**config.mk**
```make
export PLATFORM = sky130hd
export DESIGN_NAME = booth_seq_divider
export DESIGN_NICKNAME = d
export VERILOG_FILES = /design/src/rtl/booth_pkg.sv /design/src/rtl/booth_sign_mag.sv /design/src/rtl/booth_seq_divider.sv
export SDC_FILE = /design/constraint.sdc
export NUM_CORES = 1
export LEC_CHECK = 0
export CAP_MARGIN = 20
export CORE_MARGIN = 3
export CORE_UTILIZATION = 29
export DETAILED_ROUTE_END_ITERATION = 8
export GPL_TIMING_DRIVEN = 0
export SYNTH_ARGS = -nofsm -noshare
export SYNTH_HDL_FRONTEND = slang
export SYNTH_SLANG_ARGS = --single-unit
```
**constraint.sdc**
```tcl
create_clock -name clk -period 2.2 [get_ports clk]
set_input_delay 0.33 -clock clk [delete_from_list [all_inputs] [get_ports clk]]
set_output_delay 0.33 -clock clk [all_outputs]
set_load 0.05 [all_outputs]
```
**src/rtl/booth_pkg.sv**
```systemverilog
// Shared definitions for the Booth multiplier/divider tile.
package booth_pkg;

  localparam int unsigned W_DEF = 4;

  typedef enum logic [1:0] {
    IDLE = 2'd0,
    CALC = 2'd1,
    FIX  = 2'd2
  } state_e;

  // Iteration counter width for a 2w-bit dividend.
  function automatic int unsigned cnt_width(input int unsigned w);
    return $clog2(2 * w);
  endfunction

  localparam int unsigned CNT_W_DEF = cnt_width(W_DEF);

endpackage

```
**src/rtl/booth_sign_mag.sv**
```systemverilog
// Combinational two's-complement helper: conditionally negates a value and
// reports its sign bit. With neg_i tied to the sign bit this yields |value|.
module booth_sign_mag #(
  parameter int unsigned N = 4
) (
  input  logic [N-1:0] val_i,
  input  logic         neg_i,
  output logic [N-1:0] mag_o,
  output logic         sign_o
);

  // Negate on request; the sign is simply the top bit of the input.
  always_comb begin
    sign_o = val_i[N-1];
    mag_o  = neg_i ? (N'(0) - val_i) : val_i;
  end

endmodule

```
**src/rtl/booth_seq_divider.sv**
```systemverilog
// Sequential signed restoring divider: 2W-bit dividend / W-bit divisor,
// one quotient bit per clock, start/busy/done handshake.
module booth_seq_divider
  import booth_pkg::*;
#(
  parameter int unsigned W = W_DEF
) (
  input  logic           clk,
  input  logic           rst,
  input  logic           start,
  input  logic [2*W-1:0] dividend,
  input  logic [W-1:0]   divisor,
  output logic           busy,
  output logic           done,
  output logic [W-1:0]   quotient,
  output logic [W-1:0]   remainder,
  output logic           ovf,
  output logic           dbz
);

  localparam int unsigned    CW   = cnt_width(W);
  localparam logic [2*W-1:0] QLIM = (2*W)'(2 ** (W - 1));

  state_e         state_q, state_d;
  logic [CW-1:0]  cnt_q, cnt_d;
  logic [W-1:0]   rem_q, rem_d;
  logic [2*W-1:0] quo_q, quo_d;
  logic [W:0]     dvs_q, dvs_d;
  logic           sdvd_q, sdvd_d;
  logic           sdvs_q, sdvs_d;
  logic [W-1:0]   dlo_q, dlo_d;
  logic [W-1:0]   quotient_q, quotient_d;
  logic [W-1:0]   remainder_q, remainder_d;
  logic           ovf_q, ovf_d;
  logic           dbz_q, dbz_d;
  logic           done_q, done_d;

  logic [2*W-1:0] dvd_mag;
  logic           dvd_sign;
  logic [W:0]     dvs_mag;
  logic           dvs_sign;
  logic [2*W-1:0] quo_fix;
  logic [W-1:0]   rem_fix;
  logic           q_sign_unused, r_sign_unused;
  logic [W:0]     shl;
  logic [W+1:0]   trial;
  logic           q_neg, q_ovf;
  logic           unused_bits;

  booth_sign_mag #(.N(2*W)) u_dvd_abs (
    .val_i  (dividend),
    .neg_i  (dividend[2*W-1]),
    .mag_o  (dvd_mag),
    .sign_o (dvd_sign)
  );

  booth_sign_mag #(.N(W+1)) u_dvs_abs (
    .val_i  ({divisor[W-1], divisor}),
    .neg_i  (divisor[W-1]),
    .mag_o  (dvs_mag),
    .sign_o (dvs_sign)
  );

  booth_sign_mag #(.N(2*W)) u_quo_fix (
    .val_i  (quo_q),
    .neg_i  (q_neg),
    .mag_o  (quo_fix),
    .sign_o (q_sign_unused)
  );

  booth_sign_mag #(.N(W)) u_rem_fix (
    .val_i  (rem_q),
    .neg_i  (sdvd_q),
    .mag_o  (rem_fix),
    .sign_o (r_sign_unused)
  );

  // The partial remainder stays below |divisor| <= 2^(W-1), so trial[W] and the
  // upper half of the fixed-up quotient carry no information.
  assign unused_bits = ^{q_sign_unused, r_sign_unused, trial[W], quo_fix[2*W-1:W]};

  // Next-state, datapath and result computation.
  always_comb begin
    state_d     = state_q;
    cnt_d       = cnt_q;
    rem_d       = rem_q;
    quo_d       = quo_q;
    dvs_d       = dvs_q;
    sdvd_d      = sdvd_q;
    sdvs_d      = sdvs_q;
    dlo_d       = dlo_q;
    quotient_d  = quotient_q;
    remainder_d = remainder_q;
    ovf_d       = ovf_q;
    dbz_d       = dbz_q;
    done_d      = 1'b0;

    shl   = {rem_q, quo_q[2*W-1]};
    trial = {1'b0, shl} - {1'b0, dvs_q};
    q_neg = sdvd_q ^ sdvs_q;
    // A negative quotient may reach -2^(W-1); a positive one only 2^(W-1)-1.
    q_ovf = q_neg ? (quo_q > QLIM) : (quo_q >= QLIM);

    case (state_q)
      IDLE: begin
        if (start) begin
          sdvd_d  = dvd_sign;
          sdvs_d  = dvs_sign;
          dvs_d   = dvs_mag;
          quo_d   = dvd_mag;
          rem_d   = '0;
          dlo_d   = dividend[W-1:0];
          cnt_d   = CW'(2 * W - 1);
          state_d = (dvs_mag == '0) ? FIX : CALC;
        end
      end
      CALC: begin
        if (!trial[W+1]) begin
          rem_d = trial[W-1:0];
          quo_d = {quo_q[2*W-2:0], 1'b1};
        end else begin
          rem_d = shl[W-1:0];
          quo_d = {quo_q[2*W-2:0], 1'b0};
        end
        if (cnt_q == '0) begin
          state_d = FIX;
        end else begin
          cnt_d = cnt_q - CW'(1);
        end
      end
      FIX: begin
        done_d  = 1'b1;
        state_d = IDLE;
        if (dvs_q == '0) begin
          quotient_d  = '1;
          remainder_d = dlo_q;
          ovf_d       = 1'b0;
          dbz_d       = 1'b1;
        end else begin
          remainder_d = rem_fix;
          ovf_d       = q_ovf;
          dbz_d       = 1'b0;
          if (q_ovf) begin
            quotient_d = q_neg ? {1'b1, {(W-1){1'b0}}} : {1'b0, {(W-1){1'b1}}};
          end else begin
            quotient_d = quo_fix[W-1:0];
          end
        end
      end
      default: state_d = IDLE;
    endcase
  end

  // State and datapath registers; reset aborts any operation.
  always_ff @(posedge clk or posedge rst) begin
    if (rst) begin
      state_q     <= IDLE;
      cnt_q       <= '0;
      rem_q       <= '0;
      quo_q       <= '0;
      dvs_q       <= '0;
      sdvd_q      <= 1'b0;
      sdvs_q      <= 1'b0;
      dlo_q       <= '0;
      quotient_q  <= '0;
      remainder_q <= '0;
      ovf_q       <= 1'b0;
      dbz_q       <= 1'b0;
      done_q      <= 1'b0;
    end else begin
      state_q     <= state_d;
      cnt_q       <= cnt_d;
      rem_q       <= rem_d;
      quo_q       <= quo_d;
      dvs_q       <= dvs_d;
      sdvd_q      <= sdvd_d;
      sdvs_q      <= sdvs_d;
      dlo_q       <= dlo_d;
      quotient_q  <= quotient_d;
      remainder_q <= remainder_d;
      ovf_q       <= ovf_d;
      dbz_q       <= dbz_d;
      done_q      <= done_d;
    end
  end

  assign busy      = (state_q != IDLE);
  assign done      = done_q;
  assign quotient  = quotient_q;
  assign remainder = remainder_q;
  assign ovf       = ovf_q;
  assign dbz       = dbz_q;

endmodule
```
==> results of run 1 <==
==> sequential cells by signal, indices dropped and copies added (netlist names) <==
| name | count |
|---|---|
| cnt_q | 3 |
| dbz | 1 |
| dlo_q | 4 |
| done | 1 |
| dvs_q | 5 |
| ovf | 1 |
| quo_q | 8 |
| quotient | 4 |
| rem_q | 4 |
| remainder | 4 |
| sdvd_q | 1 |
| sdvs_q | 1 |
| state_q | 2 |
==> worst paths after layout <==
| path | cells after the start | slack, ns | startpoint | to |
|---|---|---|---|---|
| max | 3 | 0.22 | state_q[0] | busy |
| max in group asynchronous | 2 | 1.18 | rst | dvs_q[2] |
| min reg2reg | 1 | 0.47 | cnt_q[0] | cnt_q[0] |
| max reg2reg | 6 | 0.36 | rem_q[0] | rem_q[3] |
| min in group asynchronous | 2 | 0.50 | rst | quotient[3] |
| min | 3 | 0.45 | dividend[7] | sdvd_q |
==> cells in the mapped netlist, drive strengths merged (2+ instances only) <==
| master | number | area (um2) |
|---|---|---|
| a21o | 2 | 16.3 |
| a21oi | 12 | 63.8 |
| a22o | 2 | 17.5 |
| a22oi | 4 | 30.0 |
| a31oi | 4 | 25.0 |
| and2 | 2 | 12.5 |
| buf | 3 | 17.5 |
| clkbuf | 7 | 27.5 |
| dfrtp | 39 | 976 |
| ha | 11 | 138 |
| inv | 21 | 78.8 |
| mux2i | 7 | 70.1 |
| nand2 | 36 | 135 |
| nand2b | 4 | 27.5 |
| nand3 | 4 | 20.0 |
| nor2 | 23 | 86.3 |
| nor2b | 7 | 43.8 |
| nor3 | 5 | 25.0 |
| nor4 | 2 | 27.5 |
| o21ai | 23 | 115 |
| o221ai | 2 | 17.5 |
| o22ai | 2 | 12.5 |
| o31ai | 4 | 35.0 |
| or2 | 3 | 18.8 |
| xnor2 | 4 | 42.6 |
| xor2 | 8 | 70.1 |
==> power by group through the flow <==
stage                     registers, mW  logic [mW]  clock network [mW]
after floorplan                    1.56        1.45                   0
after global placement             1.33        2.23                   0
after detailed placement           1.34        2.27                   0
after CTS                          1.32        2.28               0.626
after global routing               1.38        2.56               0.664
final                              1.32        2.26               0.612
==> logic make-up after synthesis <==
family	after synthesis	share of synthesized area, %
DFF	39	43.4
xor gates and xnor gates	12	5.01
AOI/OAI and AO/OA	61	16.9
buffers and inverters	31	5.51
muxes	7	3.12
adders and majority gates	12	7.02
and+or+nand+nor	90	19.0
==> layout by cell type (no fill, tap or decap), types with 3 or more instances in the layout <==
master	synthesis	layout
dfrtp_1	39	39
nand2_1	36	36
clkdlybuf4s50_1	0	25
nor2_1	23	23
o21ai_0	22	22
inv_1	21	20
a21oi_1	11	11
ha_1	11	11
xor2_1	8	8
mux2i_1	7	7
nor2b_1	7	7
clkbuf_1	6	6
nor3_1	5	5
clkbuf_8	0	5
a31oi_1	4	4
nand3_1	4	4
a22oi_1	4	4
nand2b_1	3	3
xnor2_1	3	3
o31ai_1	3	3
or2_2	3	3
==> layer usage <==
| layer | GRT usage [%] | vias to the layer above | wire (um) | share of wire, % |
|---|---|---|---|---|
| li1 | - | 920 | - | - |
| met1 | 16.6 | 812 | 2450 | 51 |
| met2 | 18.7 | 28 | 2120 | 44 |
| met3 | 4.01 | 3 | 243 | 5.0 |
| met4 | 2.53 | 0 | 28 | 0.58 |
| met5 | 0 | - | 0 | 0 |
==> area by class of cell <==
type	instances	area share, %
inverter	21	2.88
multi-input combinational	182	42.0
clock inverter	3	1.60
buffer	10	1.65
tap	99	4.53
clock buffer	5	2.52
timing repair buffer	25	9.15
sequential	39	35.7
==> worst max-delay path, stage by stage (launching register included) <==
cell,delay (ns)
dfrtp_1,0.40
nor2_1,0.19
inv_1,0.06
clkdlybuf4s50_1,0.70
==> through the flow <==
step | hold slack (ns) | total power, mW | worst slack [ns] | cells
2_1_floorplan | 0.435 | 3.01 | 0.525 | 252
3_3_place_gp | 0.455 | 3.55 | 0.0935 | 376
3_5_place_dp | 0.459 | 3.61 | 0.205 | 376
4_1_cts | 0.446 | 4.23 | 0.205 | 384
5_1_grt | 0.448 | 4.60 | 0.141 | 384
6_report | 0.450 | 4.19 | 0.216 | 384
==> key figures, run 1 <==
Power and ir drop
  • Int Power: 2.32 mW
  • LEAKAGE: 1.23 nW
  • Max rail drop VDD: 0.576 mV
  • Clock power frac: 14.6%
  • Psw: 1.87 mW
  • Seq pwr share: 31.5%
  • Combinational share of power: 53.9%
  • Pwr/cell area: ~1500 nW/um2
  • Net Sw Frac: between 40 and 50%

GRT
  • Initial antenna violation count: 0
  • Total global routing overflow: 0
  • Vias in the first global route: 1781
  • First-pass GRT wire length: 8.40 mm
  • GR Util All Layers: between 10 and 15%
  • Largest net degree at the start of global routing: 40

Synth
  • Ys async rst share: 100%
  • Seq/Total Area, Yosys: 43.4%
  • Main synth FF type: dfrtp_1
  • Mapped Area: 2250 um2
  • Post-Syn Area per Cell: 8.92 um2
  • Post-synth EDFFs: 0
  • Unique cell type count in the Yosys netlist: 46
  • Seq cells post-synth: 39
  • Synthesized net count: 279
  • Gate Count Post-Synth: 252
  • YS warnings: 0

Die
  • Die X-Extent: 94.0 um
  • Die Span Y: about 94 um
  • Core region area: 7370 um2
  • Number of primary I/O pins: 27
  • Num rows: 31
  • Starting Density: 30.5%
  • Die area: around 8800 um2

Clock network
  • Hold buffers post-CTS: 0
  • Setup bufs post-CTS: 0
  • TritonCTS clock tree: built
  • Clock Latency Late Sink: 0.31 ns
  • CTS Root Cell: clkbuf_8
  • Num CTS Buffers: 5
  • Clk buf depth: 2
  • H-tree Lvls: 2
  • Clock-pin slew on the worst setup and hold paths: 0.08 ns
  • CTS sink count: 39
  • Cts repair resizes: 0

Worst hold path
  • Worst min-delay path category: in -> reg

Route
  • Number of remaining DRC errors: 0
  • Final antenna-violating net count: 0
  • Drt wl/cell: 12.6 um
  • WL final: just under 5 mm
  • Detailed router's first-iteration violation count: 97
  • Drt pass-1 iters: 4
  • Via density: around 4.6
  • DR vias: 1763

Timing
  • RSZ-0062 raised after global routing: false
  • Slew @ Worst Pin: between 0.8 and 0.9 ns
  • Hold Vio Cnt, Final: 0
  • Period utilization: 90.2%
  • Minimum clock period: roughly 2 ns
  • Final Max Slew Viols: 0
  • Final Setup Violations: 0
  • Clock Skews: 0.0143 ns
  • Setup_tns: 0 ns
  • Max Freq: 504 MHz
  • Max_slew headroom: 45.7%

Placed design
  • Gpl congestion: 0.763
  • Count of input and output buffers: 25
  • Placed standard-cell area: 2620 um2
  • Final HPWL DP: roughly 3.7 mm

Critical path
  • Critical path class: reg -> out
  • Critical path peak fanout: 4
  • CP required: 1.87 ns
  • CP startpoint kind: flop
  • CP endpoint kind: output pin
  • CP Data Arrival Time: 1.65 ns

Finish
  • Layout cells sized above 1: under 10%
  • Area grow syn2layout: 21.7%
  • Multi-input logic area: 1150 um2
  • Design area: 2730 um2
  • Fillers: 760
  • Diodes inserted: 0
  • Nets: 311
  • Post-layout util: 37.1%
  • Reg area: 976 um2

Run
  • Max cap viols: 0

Status
  • Status: completed
(Power assumes the default switching activity.)
==> inputs of run 2 (changes only) <==
--- a/config.mk
+++ b/config.mk
@@ -5,8 +5,9 @@
 export SDC_FILE = /design/constraint.sdc
 export NUM_CORES = 1
 export LEC_CHECK = 0
+export ABC_CLOCK_PERIOD_IN_PS = 2200
 export CAP_MARGIN = 20
-export CORE_MARGIN = 3
+export CORE_MARGIN = 2
 export CORE_UTILIZATION = 29
 export DETAILED_ROUTE_END_ITERATION = 8
 export GPL_TIMING_DRIVEN = 0
==> key figures, run 2 (synthesis results as in run 1) <==
Status
  • Status: completed

Die
  • Number of primary I/O pins: 27
  • Core region area: 7610 um2
  • Die X-Extent: 92.0 um
  • Starting Density: 29.5%
  • Die Span Y: slightly above 90 um
  • Die area: 8470 um2
  • Num rows: 32

Timing
  • Clock Skews: 0.00257 ns
  • Max Freq: 503 MHz
  • Final Setup Violations: 0
  • Minimum clock period: 1.99 ns
  • Setup_tns: 0 ns
  • Hold Vio Cnt, Final: 0
  • Final WS setup: 0.210 ns
  • Period utilization: 90.5%
  • Max_slew headroom: 46.1%
  • Final Max Slew Viols: 0
  • RSZ-0062 raised after global routing: false
  • Slew @ Worst Pin: 0.807 ns

Route
  • DR vias: 1810
  • Drt pass-1 iters: 4
  • Drt wl/cell: around 12 um
  • Final antenna-violating net count: 0
  • Via density: around 4.7
  • Detailed router's first-iteration violation count: 76
  • WL final: 4.79 mm
  • Number of remaining DRC errors: 0

Clock network
  • Clock Latency Late Sink: 0.29 ns
  • Clock-pin slew on the worst setup and hold paths: 0.07 ns
  • Setup bufs post-CTS: 0
  • CTS Root Cell: clkbuf_8
  • H-tree Lvls: 2
  • TritonCTS clock tree: built
  • Hold buffers post-CTS: 0
  • Clk buf depth: 2
  • CTS sink count: 39
  • Num CTS Buffers: 5
  • Cts repair resizes: 0

Finish
  • Nets: 311
  • Layout cells sized above 1: 7.72%
  • Area grow syn2layout: 21.3%
  • Max FFs per register: 8
  • Top reg by flops: quo_q
  • Largest registers: quo_q (8), dvs_q (5)
  • Commonest cells after routing, fill and taps aside: 39 x dfrtp_1, 36 x nand2_1, 25 x clkdlybuf4s50_1, 23 x nor2_1, 22 x o21ai_0
  • Most common cell after layout, fill and taps aside: dfrtp_1
  • Design area: 2730 um2
  • Diodes inserted: 0

GRT
  • Vias in the first global route: 1689
  • Total global routing overflow: 0
  • Met3 GRT Util: 3.37%
  • Met1 Track Usage GR: 17.7%
  • Largest net degree at the start of global routing: 40
  • GR Util All Layers: 12.1%
  • Met2 Use GR: 17.8%
  • Initial antenna violation count: 0
  • First-pass GRT wire length: 8.16 mm
  • Grt peak-use layer: met2

Critical path
  • R2R Setup Slk: roughly 0.38 ns
  • CP required: 1.87 ns
  • CP startpoint kind: flop
  • Critical path peak fanout: 4
  • Critical path class: reg -> out
  • CP endpoint kind: output pin
  • CP Data Arrival Time: 1.66 ns

Run
  • Max cap viols: 0

Power and ir drop
  • Pwr/cell area: 1510 nW/um2
  • Max rail drop VDD: approximately 0.55 mV
  • LEAKAGE: between 1 and 1.5 nW

Placed design
  • DP Worst Slack: 0.108 ns
  • Final HPWL DP: ~3.7 mm
  • Gpl congestion: 0.833
  • Placed standard-cell area: 2630 um2
  • Count of input and output buffers: 25

Worst hold path
  • Worst min-delay path category: in -> reg
[run 2: worst paths after layout]
kind | from | endpoint | cells after the start
setup reg to reg | rem_q[0] | rem_q[2] | 6
hold reg to reg | cnt_q[0] | cnt_q[0] | 1
min in group asynchronous | rst | dbz | 2
setup / recovery | state_q[0] | busy | 3
max in group asynchronous | rst | quo_q[1] | 2
hold / removal | dividend[7] | sdvd_q | 3
[run 2: final cells by class]
class	count	area, um2
buffer	10	45.0
clock buffer	8	100
fill	821	4880
inverter	21	78.8
multi-input combinational	182	1150
sequential	39	976
tap	102	128
timing repair buffer	25	250
[run 2: per-stage QoR]
stage                     hold slack [ns]  power (mW)  std cells  util (%)
after CTS                           0.413        4.14        387      35.8
after global routing                0.456        4.49        387      35.8
after global placement              0.451        3.55        379      34.5
final                               0.420        4.10        387      35.8
after detailed placement            0.463        3.60        379      34.5
after floorplan                     0.435        3.01        252         -
[run 2: report_power, final]
part	switching, mW	internal, mW
clock network	0.249	0.286
logic	1.30	0.942
registers	0.281	1.04
total	1.83	2.27
[run 2: routing by layer]
metal | vias to the layer above | routed length, um
met1 | 832 | 2380
li1 | 924 | -
met3 | 6 | 309
met5 | - | 0
met2 | 48 | 2030
met4 | 0 | 62
[run 2: critical path, stage by stage, from the launching register on]
cell and delay, ns:
dfrtp_1 0.40, nor2_1 0.21, inv_1 0.06, clkdlybuf4s50_1 0.70
==> inputs of run 3 (changes only) <==
--- a/config.mk
+++ b/config.mk
@@ -10,7 +10,7 @@
 export CORE_MARGIN = 2
 export CORE_UTILIZATION = 29
 export DETAILED_ROUTE_END_ITERATION = 8
-export GPL_TIMING_DRIVEN = 0
+export MAX_ROUTING_LAYER = met4
 export SYNTH_ARGS = -nofsm -noshare
 export SYNTH_HDL_FRONTEND = slang
 export SYNTH_SLANG_ARGS = --single-unit
==> key figures, run 3 (synthesis results as in run 1) <==
Timing
  • Period utilization: 91.5%
  • Clock Skews: 0.00922 ns
  • Minimum clock period: 2.01 ns
  • Final WS setup: about 0.19 ns
  • Setup_tns: 0 ns
  • Final Max Slew Viols: 0
  • Hold Vio Cnt, Final: 0
  • Slew @ Worst Pin: 0.497 ns
  • WHS: 0.450 ns
  • RSZ-0062 raised after global routing: false
  • Max Freq: 497 MHz
  • Final Setup Violations: 0
  • Max_slew headroom: 66.8%

Finish
  • Commonest cells after routing, fill and taps aside: 39 x dfrtp_1, 36 x nand2_1, 26 x clkdlybuf4s50_1, 23 x nor2_1, 22 x o21ai_0
  • Nets: 307
  • Largest registers: quo_q (8), dvs_q (5)
  • Most common cell after layout, fill and taps aside: dfrtp_1
  • Diodes inserted: 0
  • Layout cells sized above 1: 8.19%
  • Top reg by flops: quo_q
  • Area grow syn2layout: 22.2%
  • Max FFs per register: 8

Clock network
  • Hold buffers post-CTS: 0
  • Clk buf depth: 2
  • Clock-pin slew on the worst setup and hold paths: approximately 0.08 ns
  • H-tree Lvls: 2
  • Setup bufs post-CTS: 0
  • Num CTS Buffers: 5
  • CTS sink count: 39
  • Clock Latency Late Sink: around 0.30 ns
  • TritonCTS clock tree: built
  • CTS Root Cell: clkbuf_8
  • Cts repair resizes: 0

Worst hold path
  • Worst min-delay path category: in -> async

Route
  • Final antenna-violating net count: 0
  • WL final: roughly 4.7 mm
  • Number of remaining DRC errors: 0
  • Drt wl/cell: 12.4 um
  • Via density: 4.63
  • Detailed router's first-iteration violation count: 114
  • Drt pass-1 iters: 5
  • DR vias: about 1800

Power and ir drop
  • Max rail drop VDD: 0.582 mV
  • Pwr/cell area: ~1500 nW/um2
  • Tot Pwr: 4.19 mW
  • LEAKAGE: 1.24 nW

GRT
  • Vias in the first global route: about 1800
  • Total global routing overflow: 0
  • Initial antenna violation count: 0
  • GR Util All Layers: around 13%
  • Largest net degree at the start of global routing: 40
  • First-pass GRT wire length: 8.34 mm

Placed design
  • Count of input and output buffers: 26
  • DP Worst Slack: between 0.2 and 0.25 ns
  • Gpl congestion: 0.849
  • Final HPWL DP: roughly 3.6 mm

Run
  • Max cap viols: 0

Critical path
  • Worst Reg-to-Reg Cells: 6
  • CP startpoint kind: flop
  • Critical path peak fanout: 4
  • R2R Setup Slk: roughly 0.36 ns
  • CP required: 1.87 ns
  • Worst setup startpoint: state_q[0]
  • R2R Path Start: rem_q[0]
  • CP endpoint kind: output pin
  • Critical path class: reg -> out
  • CP Data Arrival Time: 1.68 ns

Die
  • Die Span Y: 92.0 um
  • Die X-Extent: 92.0 um
  • Num rows: 32
  • Die area: roughly 8500 um2
  • Starting Density: 29.5%
  • Core region area: 7610 um2
  • Number of primary I/O pins: 27

Status
  • Status: completed
==> run 3: cell type report <==
class	instances	area, um2
Inverter	21	78.8
Multi-Input combinational cell	182	1150
Tap cell	102	128
Sequential cell	39	976
Clock inverter	2	35.0
Timing Repair Buffer	31	298
Fill cell	819	4860
Clock buffer	6	82.6
==> run 3: stage by stage <==
step	instances	utilization (%)	area [um2]
floorplan	252	-	2250
global placement	375	34.5	2630
detailed placement	375	34.5	2630
CTS	383	36.1	2750
global route	383	36.1	2750
finish	383	36.1	2750
==> run 3: power by group <==
group / internal [mW] / switching, mW
clock: 0.367 / 0.258
sequential: 1.04 / 0.293
combinational: 0.945 / 1.29
==> run 3: worst paths after layout <==
kind	to
worst min-delay path	dbz
worst max register to register	rem_q[3]
worst max-delay path	busy
worst min register to register	quotient[3]
max in group asynchronous	rem_q[0]
min in group clk	quotient[3]
==> run 3: metal layers <==
metal / up-vias / part of all wire (%) / track usage [%]
li1: 910 / - / -
met1: 821 / 52 / 18.0
met2: 39 / 43 / 18.5
met3: 4 / 4.4 / 2.79
met4: 0 / 0.93 / 3.48
met5: - / 0 / -
==> run 3: critical path, cell delays in order (launching register included) <==
cell,delay (ns)
dfrtp_1,0.40
nor2_1,0.23
inv_1,0.07
clkdlybuf4s50_1,0.70
